==> src/rtl/io_bus_initiator.sv <==
// Bus master toward the IO port block: turns single-beat write/read/poll
// requests into strobed bus transactions and returns a one-cycle response.
//
// state | meaning
// IDLE  | ready for a request, bus quiet
// WRITE | write strobe driven for exactly one cycle
// READ  | read enable held until the returned data is sampled
// POLL  | read enable held, sampling every edge until match or timeout
// RESP  | one-cycle response pulse; the next request may be accepted here
module io_bus_initiator #(
  parameter int ADDR_WIDTH   = 10,
  parameter int DATA_WIDTH   = 4,
  parameter int READ_LATENCY = 1,
  parameter int POLL_TIMEOUT = 255
) (
  input  logic                  clk,
  input  logic                  in_rst_n,
  input  logic                  in_req_valid,
  output logic                  out_req_ready,
  input  logic [1:0]            in_req_op,
  input  logic [ADDR_WIDTH-1:0] in_req_addr,
  input  logic [DATA_WIDTH-1:0] in_req_data,
  input  logic [DATA_WIDTH-1:0] in_req_mask,
  output logic                  out_rsp_valid,
  output logic [DATA_WIDTH-1:0] out_rsp_data,
  output logic                  out_rsp_timeout,
  output logic                  out_bus_write_en,
  output logic                  out_bus_read_en,
  output logic [ADDR_WIDTH-1:0] out_bus_addr,
  output logic [DATA_WIDTH-1:0] out_bus_data,
  input  logic [DATA_WIDTH-1:0] in_bus_data
);

  localparam int LAT_W = $clog2(READ_LATENCY + 1);
  localparam int CNT_W = $clog2(POLL_TIMEOUT + 1);
  localparam logic [LAT_W-1:0] LAT_LOAD = LAT_W'(READ_LATENCY);
  localparam logic [CNT_W-1:0] CNT_LAST = CNT_W'(POLL_TIMEOUT - 1);

  localparam logic [1:0] OP_WRITE = 2'b00;
  localparam logic [1:0] OP_READ  = 2'b01;
  localparam logic [1:0] OP_POLL  = 2'b10;

  typedef enum logic [2:0] {IDLE, WRITE, READ, POLL, RESP} state_t;

  state_t                state_q, state_d;
  logic [LAT_W-1:0]      lat_q, lat_d;
  logic [CNT_W-1:0]      cnt_q, cnt_d;
  logic [DATA_WIDTH-1:0] cmp_q, cmp_d;
  logic [DATA_WIDTH-1:0] mask_q, mask_d;
  logic                  ready_d, rsp_valid_d, rsp_timeout_d;
  logic                  write_en_d, read_en_d;
  logic [DATA_WIDTH-1:0] rsp_data_d, bus_data_d;
  logic [ADDR_WIDTH-1:0] bus_addr_d;
  logic                  accept, sample_match;

  assign accept       = in_req_valid && out_req_ready;
  assign sample_match = ((in_bus_data ^ cmp_q) & mask_q) == '0;

  always_comb begin
    state_d       = state_q;
    lat_d         = lat_q;
    cnt_d         = cnt_q;
    cmp_d         = cmp_q;
    mask_d        = mask_q;
    ready_d       = 1'b0;
    rsp_valid_d   = 1'b0;
    rsp_timeout_d = 1'b0;
    rsp_data_d    = '0;
    write_en_d    = 1'b0;
    read_en_d     = 1'b0;
    bus_addr_d    = '0;
    bus_data_d    = '0;

    case (state_q)
      IDLE: ready_d = 1'b1;
      WRITE: begin
        state_d     = RESP;
        ready_d     = 1'b1;
        rsp_valid_d = 1'b1;
        rsp_data_d  = cmp_q;
      end
      READ, POLL: begin
        read_en_d  = 1'b1;
        bus_addr_d = out_bus_addr;
        // Latency countdown first; afterwards every edge is a sample edge.
        if (lat_q != '0) begin
          lat_d = lat_q - LAT_W'(1);
        end else if (state_q == READ || sample_match || cnt_q == CNT_LAST) begin
          state_d       = RESP;
          ready_d       = 1'b1;
          rsp_valid_d   = 1'b1;
          rsp_data_d    = in_bus_data;
          rsp_timeout_d = (state_q == POLL) && !sample_match;
          read_en_d     = 1'b0;
          bus_addr_d    = '0;
        end else begin
          cnt_d = cnt_q + CNT_W'(1);
        end
      end
      RESP: begin
        state_d = IDLE;
        ready_d = 1'b1;
      end
      default: begin
        state_d = IDLE;
        ready_d = 1'b1;
      end
    endcase

    if (accept) begin
      ready_d = 1'b0;
      cmp_d   = in_req_data;
      mask_d  = in_req_mask;
      cnt_d   = '0;
      lat_d   = LAT_LOAD;
      case (in_req_op)
        OP_WRITE: begin
          state_d    = WRITE;
          write_en_d = 1'b1;
          bus_addr_d = in_req_addr;
          bus_data_d = in_req_data;
        end
        OP_READ: begin
          state_d    = READ;
          read_en_d  = 1'b1;
          bus_addr_d = in_req_addr;
        end
        OP_POLL: begin
          state_d    = POLL;
          read_en_d  = 1'b1;
          bus_addr_d = in_req_addr;
        end
        default: begin
          state_d       = RESP;
          ready_d       = 1'b1;
          rsp_valid_d   = 1'b1;
          rsp_timeout_d = 1'b1;
        end
      endcase
    end
  end

  always_ff @(posedge clk or negedge in_rst_n) begin
    if (!in_rst_n) begin
      state_q          <= IDLE;
      lat_q            <= '0;
      cnt_q            <= '0;
      cmp_q            <= '0;
      mask_q           <= '0;
      out_req_ready    <= 1'b1;
      out_rsp_valid    <= 1'b0;
      out_rsp_data     <= '0;
      out_rsp_timeout  <= 1'b0;
      out_bus_write_en <= 1'b0;
      out_bus_read_en  <= 1'b0;
      out_bus_addr     <= '0;
      out_bus_data     <= '0;
    end else begin
      state_q          <= state_d;
      lat_q            <= lat_d;
      cnt_q            <= cnt_d;
      cmp_q            <= cmp_d;
      mask_q           <= mask_d;
      out_req_ready    <= ready_d;
      out_rsp_valid    <= rsp_valid_d;
      out_rsp_data     <= rsp_data_d;
      out_rsp_timeout  <= rsp_timeout_d;
      out_bus_write_en <= write_en_d;
      out_bus_read_en  <= read_en_d;
      out_bus_addr     <= bus_addr_d;
      out_bus_data     <= bus_data_d;
    end
  end

endmodule
==> config.mk <==
export PLATFORM = sky130hd
export DESIGN_NAME = io_bus_initiator
export DESIGN_NICKNAME = d
export VERILOG_FILES = /design/src/rtl/io_bus_initiator.sv
export SDC_FILE = /design/constraint.sdc
export NUM_CORES = 1
export LEC_CHECK = 0
export ABC_AREA = 1
export ABC_CLOCK_PERIOD_IN_PS = 4100
export CAP_MARGIN = 0
export CORE_ASPECT_RATIO = 2
export CORE_MARGIN = 1.5
export CORE_UTILIZATION = 53
export CTS_CLUSTER_DIAMETER = 40
export DETAILED_ROUTE_END_ITERATION = 8
export GPL_ROUTABILITY_DRIVEN = 0
export PLACE_DENSITY = 0.85
export SLEW_MARGIN = 20
export SYNTH_ARGS = -nofsm -noshare
export SYNTH_HDL_FRONTEND = slang
export SYNTH_SLANG_ARGS = --single-unit
==> constraint.sdc <==
create_clock -name clk -period 4.1 [get_ports clk]
set_input_delay 0.615 -clock clk [delete_from_list [all_inputs] [get_ports clk]]
set_output_delay 0.615 -clock clk [all_outputs]
set_load 0.1 [all_outputs]
After elaboration in Yosys (flattened, before gate mapping)
Cells that the tools add are included.
{"block": "classes", "addsub": 2, "n_mul": 0, "div": 0, "n_lt_le_gt_ge": 0, "eq_ne": 11, "n_shift": 0, "n_mux": 42, "bitwise": 2, "n_reduce_logical": 14}
{"op": "10-bit 2-to-1 mux", "n": 5}
{"op": "8-bit 2-to-1 mux", "n": 4}
{"op": "1-bit 2-to-1 mux", "n": 22}
{"op": "3-bit one-hot mux with 3 select lines", "n": 2}
{"op": "4-bit 2-to-1 mux", "n": 4}
{"op": "3-bit 2-to-1 mux", "n": 3}
{"op": "8-bit by 1-bit adder with 8-bit output (second input constant)", "n": 1}
{"op": "8-bit equality test (second input constant)", "n": 1}
{"op": "4-bit one-hot mux with 2 select lines", "n": 1}
{"op": "3-bit by 2-bit equality test with 1-bit output (second input constant)", "n": 2}
{"op": "3-bit inequality test (second input constant)", "n": 2}
{"op": "3-bit AND reduction", "n": 2}
{"op": "4-bit AND", "n": 1}
{"op": "4-bit logical NOT", "n": 1}
{"op": "2-bit inequality test (second input constant)", "n": 2}
{"op": "2-bit OR reduction", "n": 2}
{"op": "4-bit XOR", "n": 1}
{"op": "3-bit by 1-bit equality test with 1-bit output (second input constant)", "n": 1}
{"op": "3-bit logical NOT", "n": 1}
{"op": "3-bit OR reduction", "n": 1}
{"op": "2-bit by 1-bit equality test with 1-bit output (second input constant)", "n": 1}
{"op": "2-bit equality test (second input constant)", "n": 1}
{"op": "1-bit logical AND", "n": 2}
{"op": "2-bit logical NOT", "n": 1}
{"op": "other kinds (6)", "n": 7}
{"block": "word_totals", "regBits": 43, "latchBits": 0, "ramBits": 0, "rom_bits": 0, "input_bits": 27, "output_inout_bits": 23, "elab_cells": 84, "n_memories": 0}

Depth between registers and ports, before layout
Gate-level depths: netlist of the first run.
{"block": "logic_depth", "word_depth": 10, "depth_mapped": 11, "mapped_depth_nobuf": 11}

Worst setup path after synthesis of the first run
No wires, ideal clock.
{"block": "synth_path", "kind": "reg2reg", "from": "register out_req_ready", "to": "register out_bus_addr[0]", "setup_ns": 0.066, "arrival_ns": 1.606, "required_time_ns": 4.034, "setup_slack_ns": 2.428, "path_stages_with_launch": 6, "n_path_buf": 1, "synth_period_minus_slack_ns": 1.672, "cell_sequence": "dfstp_2 nand2_1 nor2_1 clkbuf_1 nand2_1 nand2_1"}
{"block": "synth_between", "elab_chain_cells": 2}
{"element": "start, declared", "line_no": "19", "source": "output logic out_req_ready,"}
{"element": "start signal, assigned", "line_no": "164", "source": "out_req_ready <= ready_d;"}
{"element": "1-bit logical AND", "line_no": "56", "source": "assign accept = in_req_valid && out_req_ready;"}
{"element": "10-bit 2-to-1 mux", "line_no": "110", "source": "if (accept) begin"}
{"element": "via bus_addr_d[0]", "line_no": "53", "source": "logic [ADDR_WIDTH-1:0] bus_addr_d;"}
{"element": "end signal, assigned", "line_no": "170", "source": "out_bus_addr <= bus_addr_d;"}
{"element": "end, declared", "line_no": "29", "source": "output logic [ADDR_WIDTH-1:0] out_bus_addr,"}
The timed path passes the listed nets, and every way through them passes these cells.
A chain may end at the register's enable or synchronous reset.

Worst setup path after layout of the first run
{"block": "layout_path", "from": "register out_req_ready", "to": "output port out_req_ready"}
No word-level cell between the ends.

==> results of run 1 <==
==> registers in the layout (all words and copies together), names as in the netlist, 3 cells and up <==
name / cells
out_bus_addr: 10
mask_q: 4
cmp_q: 4
state_q: 3
out_rsp_data: 4
out_bus_data: 4
cnt_q: 8
==> worst min path at each step <==
stage / startpoint / endpoint / slack [ns]
2_1_floorplan: in_rst_n / cmp_q[0] / 0.32
3_3_place_gp: mask_q[3] / mask_q[3] / 0.46
3_5_place_dp: mask_q[3] / mask_q[3] / 0.47
6_report: in_rst_n / out_bus_write_en / 0.44
5_1_grt: in_rst_n / out_bus_addr[3] / 0.53
4_1_cts: in_rst_n / out_bus_addr[4] / 0.48
==> cell type report <==
class                           count  area (sq um)
Multi-Input combinational cell    169           818
Clock inverter                      1          5.00
Sequential cell                    43          1080
Clock buffer                        7          86.3
Inverter                           37           141
Tap cell                           51          63.8
Fill cell                         300          1110
Timing Repair Buffer               51           500
==> per-stage QoR <==
step / total power [mW] / instance area (sq um)
2_1_floorplan: 1.30 / 2080
3_3_place_gp: 1.50 / 2600
3_5_place_dp: 1.51 / 2600
4_1_cts: 1.79 / 2690
5_1_grt: 1.89 / 2690
6_report: 1.78 / 2690
==> metal layers <==
metal | vias to the layer above | global-route usage, % | part of all wire (%)
met5 | - | 0 | 0
met4 | 0 | 8.33 | 1.9
met3 | 9 | 5.91 | 3.8
met2 | 44 | 44.5 | 58
met1 | 828 | 22.9 | 37
li1 | 897 | - | -
==> cells in the final DEF, fill, tap and decap left out, types with 2 or more instances in the layout <==
cell	synthesis	routed
o21ai_0	10	10
nor2_1	30	30
nand2_1	70	70
buf_4	0	2
clkbuf_8	0	6
nand3_1	28	28
ha_1	5	5
nand2_4	3	3
dfrtp_1	42	42
xor2_1	4	4
a21oi_1	2	2
o22ai_1	2	2
nand4_1	8	8
inv_2	2	2
inv_1	34	34
clkdlybuf4s50_1	0	48
nand2_2	2	2
==> kinds of logic (layout without fill, tap and decap cells) <==
kind of cell / count (synthesis) / in the layout
AND/OR/NAND/NOR: 142 / 142
AO/OA/AOI/OAI: 17 / 17
flip-flops: 43 / 43
XOR/XNOR: 5 / 5
buffers and inverters: 46 / 96
adder cells (fa/ha/maj): 5 / 5
==> power groups by stage <==
stage	clock [mW]	sequential, mW	combinational, mW
2_1_floorplan	0	0.939	0.364
3_3_place_gp	0	0.604	0.892
3_5_place_dp	0	0.607	0.906
4_1_cts	0.278	0.600	0.910
5_1_grt	0.294	0.611	0.984
6_report	0.273	0.600	0.908
==> out/metrics.cfg, run 1 <==
[yosys]
synthMuxAreaShare_pct = 0
synth-main-ff-cell = dfrtp_1
synthTopCellsByArea = dfrtp_1 50%, nand2_1 13%, nand3_1 6.7%, inv_1 6.1%, nor2_1 5.4%
synth-edff-count = 0
yosys.area_share.xor_xnor_pct = 2.10
synth.distinct_cells = 24
syn_area_sq_um = 2080
synthCells = 258
synth.top_cells.by_count = 70 x nand2_1, 42 x dfrtp_1, 34 x inv_1
synth_top_area_share_pct = 50.5
yosysWarningCount = 0
synth_compound_area_share_pct = 4.51
yosys.area_share.adder_pct = 3.00
synth-simple-area-share_pct = 29.7
synth_area_leader_cell = dfrtp_1
synth_most_common_cell = nand2_1
synth-seq-cells = 43
synth_top_family_by_area = simple AND/OR/NAND/NOR gates
ys_seq_area_share_pct = 51.7
synth-async-reset-ratio_pct = 100
syn_avg_cell_area_sq_um = 8.07
syn-num-nets = 290

[grt]
grt_overflow = 0
antenna_found_initial = 0
grt_max_degree = 44
grt_first_pass_wirelength_um = 7430
grtUsageTotal_pct = 23.9
grt_pass1_vias = 1767

[worst_setup_path]
critical_path.endpoint_type = output pin
crit_chain = clkdlybuf4s50_1
crit_required_ns = 3.48
r2r_setup_slack_ns = 2.31
r2r_cells = 5
worstSetupPathType = flop to output pin
critPathCapture = out_req_ready
timing.rr.start = state_q[2]
crit_cells = 1
critPathTopFamily = buffers and inverters
reg2reg_to = out_rsp_timeout
path_buf_inv = 1
worstPathArrival_ns = 1.94
cp_max_fo = 2
start_kind = flop
cp_slowest_cell = clkdlybuf4s50_1
startpoint = out_req_ready
slowest_delay_ns = 1.12

[place]
place_inst = 351
place_hpwl_um = 3450
preCtsSetupSlack_ns = 1.78
io_buffers = 49

[pwr]
power.net_switching_uw = 889
pwr-share-comb_pct = 51.0
p_int_uw = 891
clockPowerShare_pct = 15.3
p_leak_nw = 1.40
peakVddDrop_mv = 0.421
p_seq_share_pct = 33.7
p_per_area_nw_per_um2 = 661
swShare_pct = 49.9

[drt]
viasPerCell = 4.95
drt-initial-drc-count = 52
routedWlPerCell_um = 12.8
routed_wl_um = 4610
final_antenna_net_count = 0
dr.pass1.iters = 4
vias = 1778
drcViolationCount = 0

[clock_network]
cts-resized-gates = 0
h-tree-depth = 2
cts_buffers = 5
hold_buffers = 0
clockRootBuffer = clkbuf_8
clk_path_buf_depth = 2
post_cts_buffers = 0
clock-sinks = 43
cts_tree = yes
cts.clk_slew.worst_paths_ns = 0.08
worstSkewPairLatency_ns = 0.29

[sta]
hold_violations = 0
setup_tns_ns = 0
finalMaxSlewViolations = 0
finalWorstSetupSlack_ns = 1.54
min_period_ns = 2.56
skew_ns = 0.00620
holdWs_ns = 0.442
tightestPinTransition_ns = 0.987
slew_headroom_pct = 34.0
fmax_mhz = 391
min_period_over_period_pct = 62.4
setup_viol = 0
rsz0062_at_grt = false

[die]
start_util_pct = 54.7
die_area_sq_um = 4340
ios = 50
core_area_sq_um = 3800
rows = 32
die_x_um = 47.3
dieHeight_um = 91.6

[run]
drv_cap = 0

[cells_and_area]
fin_nets = 339
drive_gt1_share_pct = 6.82
fin_cells = 359
diodes = 0
post-route-util_pct = 70.8
areaGrowthSynthToFinish_pct = 29.3

[hold_path]
hp-class = primary input to async pin

[status]
outcome = finished clean

Power figures use the tool's default switching activity.
==> inputs of run 2 (changes only) <==
--- a/config.mk
+++ b/config.mk
@@ -6,15 +6,15 @@
 export NUM_CORES = 1
 export LEC_CHECK = 0
 export ABC_AREA = 1
-export ABC_CLOCK_PERIOD_IN_PS = 4100
+export ABC_CLOCK_PERIOD_IN_PS = 2350
 export CAP_MARGIN = 0
 export CORE_ASPECT_RATIO = 2
 export CORE_MARGIN = 1.5
-export CORE_UTILIZATION = 53
+export CORE_UTILIZATION = 44
 export CTS_CLUSTER_DIAMETER = 40
 export DETAILED_ROUTE_END_ITERATION = 8
 export GPL_ROUTABILITY_DRIVEN = 0
-export PLACE_DENSITY = 0.85
+export PLACE_DENSITY = 0.75
 export SLEW_MARGIN = 20
 export SYNTH_ARGS = -nofsm -noshare
 export SYNTH_HDL_FRONTEND = slang
==> constraint.sdc (replaced) <==
create_clock -name clk -period 2.35 [get_ports clk]
set_input_delay 0.3525 -clock clk [delete_from_list [all_inputs] [get_ports clk]]
set_output_delay 0.3525 -clock clk [all_outputs]
set_load 0.1 [all_outputs]
==> run 2 against run 1 <==
Against the previous run: critical endpoint is now cnt_q[5]; first-iteration DRC count down 71%; largest cell class unchanged; worst hold slack worse by 0.45 ns; sequential share of layout area up 0.17 points; die area up 19%; final area down 0.42%; flip-flop and latch count unchanged; cell count up 1.7%; count of clock-buffer cells in the layout down 1; global-route usage down 4.8 points; the run now ends with hold timing left.
==> out/metrics.cfg, run 2 (synthesis gave the netlist of run 1 again) <==
[cells_and_area]
areaGrowthSynthToFinish_pct = 28.8
largest_register_ffs = 10  ; unchanged
diodes = 0  ; unchanged
multi_input_area_sq_um = 818  ; unchanged
post-route-util_pct = 58.3  ; -12 points
regArea_sq_um = 1080  ; unchanged
final_common_cell = nand2_1
final_cell_mix = 70 x nand2_1, 42 x dfrtp_1, 34 x inv_1
top_register = out_bus_addr
fin_nets = 341  ; +0.59%
top_regs = out_bus_addr: 10 flops, cnt_q: 8 flops
stdcell_area_sq_um = 2680  ; -0.42%
drive_gt1_share_pct = 15.2  ; +8.3 points
num-fill-cells = 434  ; +45%

[status]
violations = hold timing
outcome = complete, but fails checks

[die]
core_area_sq_um = 4600  ; +21%
dieHeight_um = 100  ; +9.4%
rows = 35  ; +9.4%
die_area_sq_um = 5180  ; +19%
die_x_um = 51.6  ; +9.1%
ios = 50  ; unchanged
start_util_pct = 45.3  ; -9.5 points

[pwr]
p_seq_share_pct = 33.0  ; -0.7 points
clockPowerShare_pct = 18.5  ; +3.2 points
pwr-share-comb_pct = 48.6  ; -2.4 points
power.net_switching_mw = 1.55  ; +74%
p_int_mw = 1.64  ; +84%
swShare_pct = 48.6  ; -1.3 points
p_leak_nw = 1.46  ; +4.6%
peakVddDrop_mv = 0.865  ; +110%
p_per_area_nw_per_um2 = 1190  ; +80%

[sta]
min_period_over_period_pct = 66.9
setup_viol = 0  ; unchanged
setup_tns_ns = 0  ; unchanged
min_period_ns = 1.57
tightestPinTransition_ns = 0.473  ; -0.514 ns
finalMaxSlewViolations = 0  ; unchanged
holdWs_ns = -0.00704  ; -0.449 ns
slew_headroom_pct = 68.4  ; +34 points
skew_ns = 0.00796  ; +0.00176 ns
fmax_mhz = 636
hold_violations = 19  ; +19
rsz0062_at_grt = false

[worst_setup_path]
critPathTopFamily = simple AND/OR/NAND/NOR gates
cp_slowest_cell = dfrtp_1
start_kind = flop
path_buf_inv = 2  ; +1
cp_max_fo = 9  ; +7
worstPathArrival_ns = 1.76  ; -0.18 ns
worstSetupPathType = flop to flop
crit_chain = inv_1 -> ha_1 -> nand2_1 -> nor2_1 -> a21oi_2 -> nand2_4 -> inv_4 -> nand2_4 -> nand3_1 -> nand2_1
critical_path.endpoint_type = flop
slowest_delay_ns = 0.41  ; -0.71 ns
crit_required_ns = 2.54  ; -0.94 ns

[grt]
met2_usage_pct = 33.8  ; -11 points
use_met3_pct = 2.38  ; -3.5 points
grt_busiest_layer = met2
grt_pass1_vias = 1720  ; -2.7%
grt_first_pass_wirelength_um = 7470  ; +0.46%
grt_max_degree = 26  ; -41%
antenna_found_initial = 0  ; unchanged
grtUsageTotal_pct = 19.1  ; -4.8 points
grt_overflow = 0  ; unchanged
met1_usage_pct = 21.7  ; -1.2 points

[drt]
final_antenna_net_count = 0  ; unchanged
vias = 1743  ; -2.0%
routedWlPerCell_um = 11.9  ; -7.3%
drt-initial-drc-count = 15  ; -71%
drcViolationCount = 0  ; unchanged
routed_wl_um = 4340  ; -5.8%
dr.pass1.iters = 4  ; unchanged
viasPerCell = 4.78  ; -3.6%

[place]
io_buffers = 49  ; unchanged
dpl_cell_area_sq_um = 2560  ; -1.4%
place_hpwl_um = 3300  ; -4.4%

[clock_network]
hold_buffers = 0  ; unchanged
cts_buffers = 5  ; unchanged
cts-resized-gates = 0  ; unchanged
post_cts_buffers = 0  ; unchanged
worstSkewPairLatency_ns = 0.29  ; about the same
cts.clk_slew.worst_paths_ns = 0.08  ; about the same
clock-sinks = 43  ; unchanged
clockRootBuffer = clkbuf_8
clk_path_buf_depth = 2  ; unchanged
h-tree-depth = 2  ; unchanged
cts_tree = yes

[hold_path]
hp-class = primary input to async pin

[run]
drv_cap = 0  ; unchanged

run 2: cell count changes in the layout (fill, tap and decap cells not counted), sizes merged:
cell and change:
buf +25, clkdlybuf4s50 -23, bufinv +1, clkbuf -1
run 2: layout make-up:
cell class	instances	area share [%]
inverters	37	5.27
well taps	55	2.57
multi-input cells	169	30.5
clock inverters	2	1.31
clock buffers	6	3.08
flip-flops and latches	43	40.2
repair buffers	53	17.1
run 2: routing by layer:
layer  vias up  part of all wire [%]
met4         0                   2.1
met5         -                     0
met1       798                    39
met3         6                   2.9
met2        38                    56
li1        901                     -
run 2: stage by stage:
stage / hold WS [ns] / instances / power, mW / setup slack [ns]
2_1_floorplan: 0.0569 / 258 / 2.27 / 0.678
3_3_place_gp: 0.319 / 357 / 2.60 / 0.466
3_5_place_dp: 0.323 / 357 / 2.63 / 0.436
4_1_cts: 0.00682 / 365 / 3.23 / 0.751
5_1_grt: 0.0156 / 365 / 3.38 / 0.662
6_report: -0.00704 / 365 / 3.19 / 0.777
run 2: power by group through the flow:
| stage | clock network (mW) | logic, mW | registers, mW |
|---|---|---|---|
| detailed placement | 0 | 1.56 | 1.07 |
| CTS | 0.605 | 1.57 | 1.05 |
| global placement | 0 | 1.54 | 1.06 |
| global route | 0.634 | 1.67 | 1.07 |
| floorplan | 0 | 0.635 | 1.64 |
| finish | 0.589 | 1.55 | 1.05 |
run 2: final timing paths:
| kind | start | to | slack [ns] | depth (start not counted) |
|---|---|---|---|---|
| setup / recovery | cnt_q[0] | cnt_q[5] | 0.78 | 10 |
| hold reg to reg | mask_q[3] | mask_q[3] | 0.49 | 2 |
| max in group asynchronous | in_rst_n | out_req_ready | 1.63 | 2 |
| setup reg to reg | cnt_q[0] | cnt_q[5] | 0.78 | 10 |
| min in group clk | mask_q[3] | mask_q[3] | 0.49 | 2 |
| hold / removal | in_rst_n | out_bus_data[2] | -0.007 | 1 |
==> inputs of run 3 (changes only) <==
--- a/config.mk
+++ b/config.mk
@@ -6,15 +6,15 @@
 export NUM_CORES = 1
 export LEC_CHECK = 0
 export ABC_AREA = 1
-export ABC_CLOCK_PERIOD_IN_PS = 2350
+export ABC_CLOCK_PERIOD_IN_PS = 1500
 export CAP_MARGIN = 0
 export CORE_ASPECT_RATIO = 2
 export CORE_MARGIN = 1.5
-export CORE_UTILIZATION = 44
+export CORE_UTILIZATION = 49
 export CTS_CLUSTER_DIAMETER = 40
 export DETAILED_ROUTE_END_ITERATION = 8
 export GPL_ROUTABILITY_DRIVEN = 0
-export PLACE_DENSITY = 0.75
+export PLACE_DENSITY = 0.79
 export SLEW_MARGIN = 20
 export SYNTH_ARGS = -nofsm -noshare
 export SYNTH_HDL_FRONTEND = slang
==> constraint.sdc (replaced) <==
create_clock -name clk -period 1.5 [get_ports clk]
set_input_delay 0.225 -clock clk [delete_from_list [all_inputs] [get_ports clk]]
set_output_delay 0.225 -clock clk [all_outputs]
set_load 0.1 [all_outputs]
==> run 3 against run 2 <==
Against the previous run: routed wire length is 21% higher; flip-flop and latch count is the same; final area up 19%; non-clock buffer count is 11 higher; core utilization rose by 20 points; critical endpoint is now cnt_q[7]; fmax grew 8.6%; critical path depth decreased by 1; critical path type unchanged; largest power group unchanged; the flow still finishes with violations (hold timing); total power is 89% higher; first-iteration DRC count grew to 4.5 times the previous value.
==> out/metrics.cfg, run 3 (synthesis gave the netlist of run 1 again) <==
[status]
outcome = complete, but fails checks
violations = hold timing

[grt]
grt_overflow = 0  ; unchanged
grt_first_pass_wirelength_um = 8180  ; +9.5%
grtUsageTotal_pct = 23.2  ; +4.2 points
grt_max_degree = 44  ; +69%
grt_pass1_vias = 1929  ; +12%
antenna_found_initial = 0  ; unchanged

[worst_setup_path]
r2r_setup_slack_ns = 0.05  ; -0.72 ns
r2r_cells = 9  ; -1
start_kind = flop
worstSetupPathType = flop to flop
cp_slowest_cell = dfrtp_1
critical_path.endpoint_type = flop
reg2reg_to = cnt_q[7]
slowest_delay_ns = 0.42  ; about the same
critPathTopFamily = simple AND/OR/NAND/NOR gates
cp_max_fo = 8  ; -1
worstPathArrival_ns = 1.64  ; -0.12 ns
crit_top_cell = nand2_4
path_buf_inv = 1  ; -1
crit_chain = ha_4 -> nand2_4 -> nor2_4 -> a21oi_4 -> nand2_4 -> inv_6 -> nand2_8 -> nand3_2 -> nand2_1
timing.rr.start = cnt_q[1]
crit_required_ns = 1.69  ; -0.85 ns

[die]
die_area_sq_um = 4670  ; -9.8%
ios = 50  ; unchanged
dieHeight_um = 95.2  ; -5.1%
die_x_um = 49.1  ; -4.9%
rows = 33  ; -5.7%
start_util_pct = 50.9  ; +5.7 points
core_area_sq_um = 4090  ; -11%

[sta]
min_period_over_period_pct = 96.5  ; +30 points
fmax_mhz = 691  ; +8.6%
holdWs_ns = -0.0189  ; -0.0119 ns
skew_ns = 0.00959  ; +0.00163 ns
setup_viol = 0  ; unchanged
finalMaxSlewViolations = 0  ; unchanged
tightestPinTransition_ns = 0.522  ; +0.0491 ns
setup_tns_ns = 0  ; unchanged
slew_headroom_pct = 65.2  ; -3.2 points
min_period_ns = 1.45  ; -0.125 ns
hold_violations = 42  ; +23

[cells_and_area]
top_regs = out_bus_addr: 10 flops, cnt_q: 8 flops
largest_register_ffs = 10  ; unchanged
areaGrowthSynthToFinish_pct = 53.8
fin_nets = 353  ; +3.5%
diodes = 0  ; unchanged
final_cell_mix = 67 x nand2_1, 42 x dfrtp_1, 33 x inv_1
num-fill-cells = 253  ; -42%
drive_gt1_share_pct = 22.7  ; +7.5 points
top_register = out_bus_addr
post-route-util_pct = 78.4  ; +20 points
final_common_cell = nand2_1

[clock_network]
cts.clk_slew.worst_paths_ns = 0.08  ; about the same
post_cts_buffers = 0  ; unchanged
clk_path_buf_depth = 2  ; unchanged
worstSkewPairLatency_ns = 0.30  ; about the same
clock-sinks = 43  ; unchanged
cts_buffers = 5  ; unchanged
clockRootBuffer = clkbuf_8
cts_tree = yes
h-tree-depth = 2  ; unchanged

[drt]
dr.pass1.iters = 4  ; unchanged
drt-initial-drc-count = 67  ; +52
drcViolationCount = 0  ; unchanged
viasPerCell = 5.16  ; +8.0%
routed_wl_um = 5240  ; +21%
routedWlPerCell_um = 14.0  ; +18%
vias = 1929  ; +11%
final_antenna_net_count = 0  ; unchanged

[place]
io_buffers = 49  ; unchanged
place_hpwl_um = 3720  ; +13%

[hold_path]
hp-class = primary input to async pin

[pwr]
peakVddDrop_mv = 1.76  ; +100%
p_per_area_nw_per_um2 = 1880  ; +58%
p_leak_nw = 1.61  ; +10%

[run]
drv_cap = 0  ; unchanged

run 3: changes by cell type in the layout (fill, tap and decap cells not counted), moves of 3 or more:
cell     before  now
buf_4        27   12
nand2_1      70   67
nand3_1      28   20
nand3_2       0    8
buf_12        0   25
run 3: how the worst max path moves through the flow:
stage / from / endpoint / slack [ns] / cells past startpoint
6_report: cnt_q[1] / cnt_q[7] / 0.05 / 9
3_3_place_gp: in_bus_data[2] / cnt_q[6] / -0.11 / 12
2_1_floorplan: out_req_ready / out_bus_addr[0] / 0.02 / 6
5_1_grt: in_bus_data[2] / cnt_q[2] / -0.01 / 12
3_5_place_dp: in_bus_data[1] / cnt_q[0] / -0.17 / 11
4_1_cts: cnt_q[0] / cnt_q[0] / 0.0007 / 10
run 3: area by class of cell:
cell class              instances  area, sq um  share of cell area [%]
clock buffers                   6         72.6                    2.27
well taps                      52         65.1                    2.03
repair buffers                 64          857                    26.8
clock inverters                 2         60.1                    1.88
multi-input cells             169          918                    28.7
inverters                      37          144                    4.49
flip-flops and latches         43         1080                    33.8
repair inverters                1         5.00                   0.156
run 3: per-layer routing:
metal	vias up	wire length, um	GRT usage [%]
met5	-	0	0
met4	0	155	11.9
met3	15	187	3.92
met2	60	3070	44.9
met1	925	1830	23.0
li1	929	-	-
run 3: timing repair:
action                                 4_1_cts  5_1_grt
setup endpoints to repair                    0       16
gates resized for setup                      0       22
endpoints found under the hold margin        0        0
hold buffers                                 0        0
run 3: metrics by stage:
step	hold WS, ns	setup slack, ns	power (mW)	cell area (sq um)	std cells
final	-0.0189	0.0523	6.03	3200	374
after floorplan	-0.0706	0.0244	3.58	2090	258
after global routing	0.0310	-0.0102	6.31	3200	374
after detailed placement	0.326	-0.173	4.73	2960	365
after global placement	0.319	-0.105	4.66	2960	365
after CTS	0.00685	0.000669	5.79	3090	373
run 3: power breakdown:
part | total [mW] | switching [mW] | internal (mW) | leakage [nW]
clock | 1.05 | 0.390 | 0.665 | 0.0654
combinational | 3.24 | 2.12 | 1.12 | 0.980
sequential | 1.74 | 0.265 | 1.47 | 0.569
total | 6.03 | 2.77 | 3.26 | 1.61
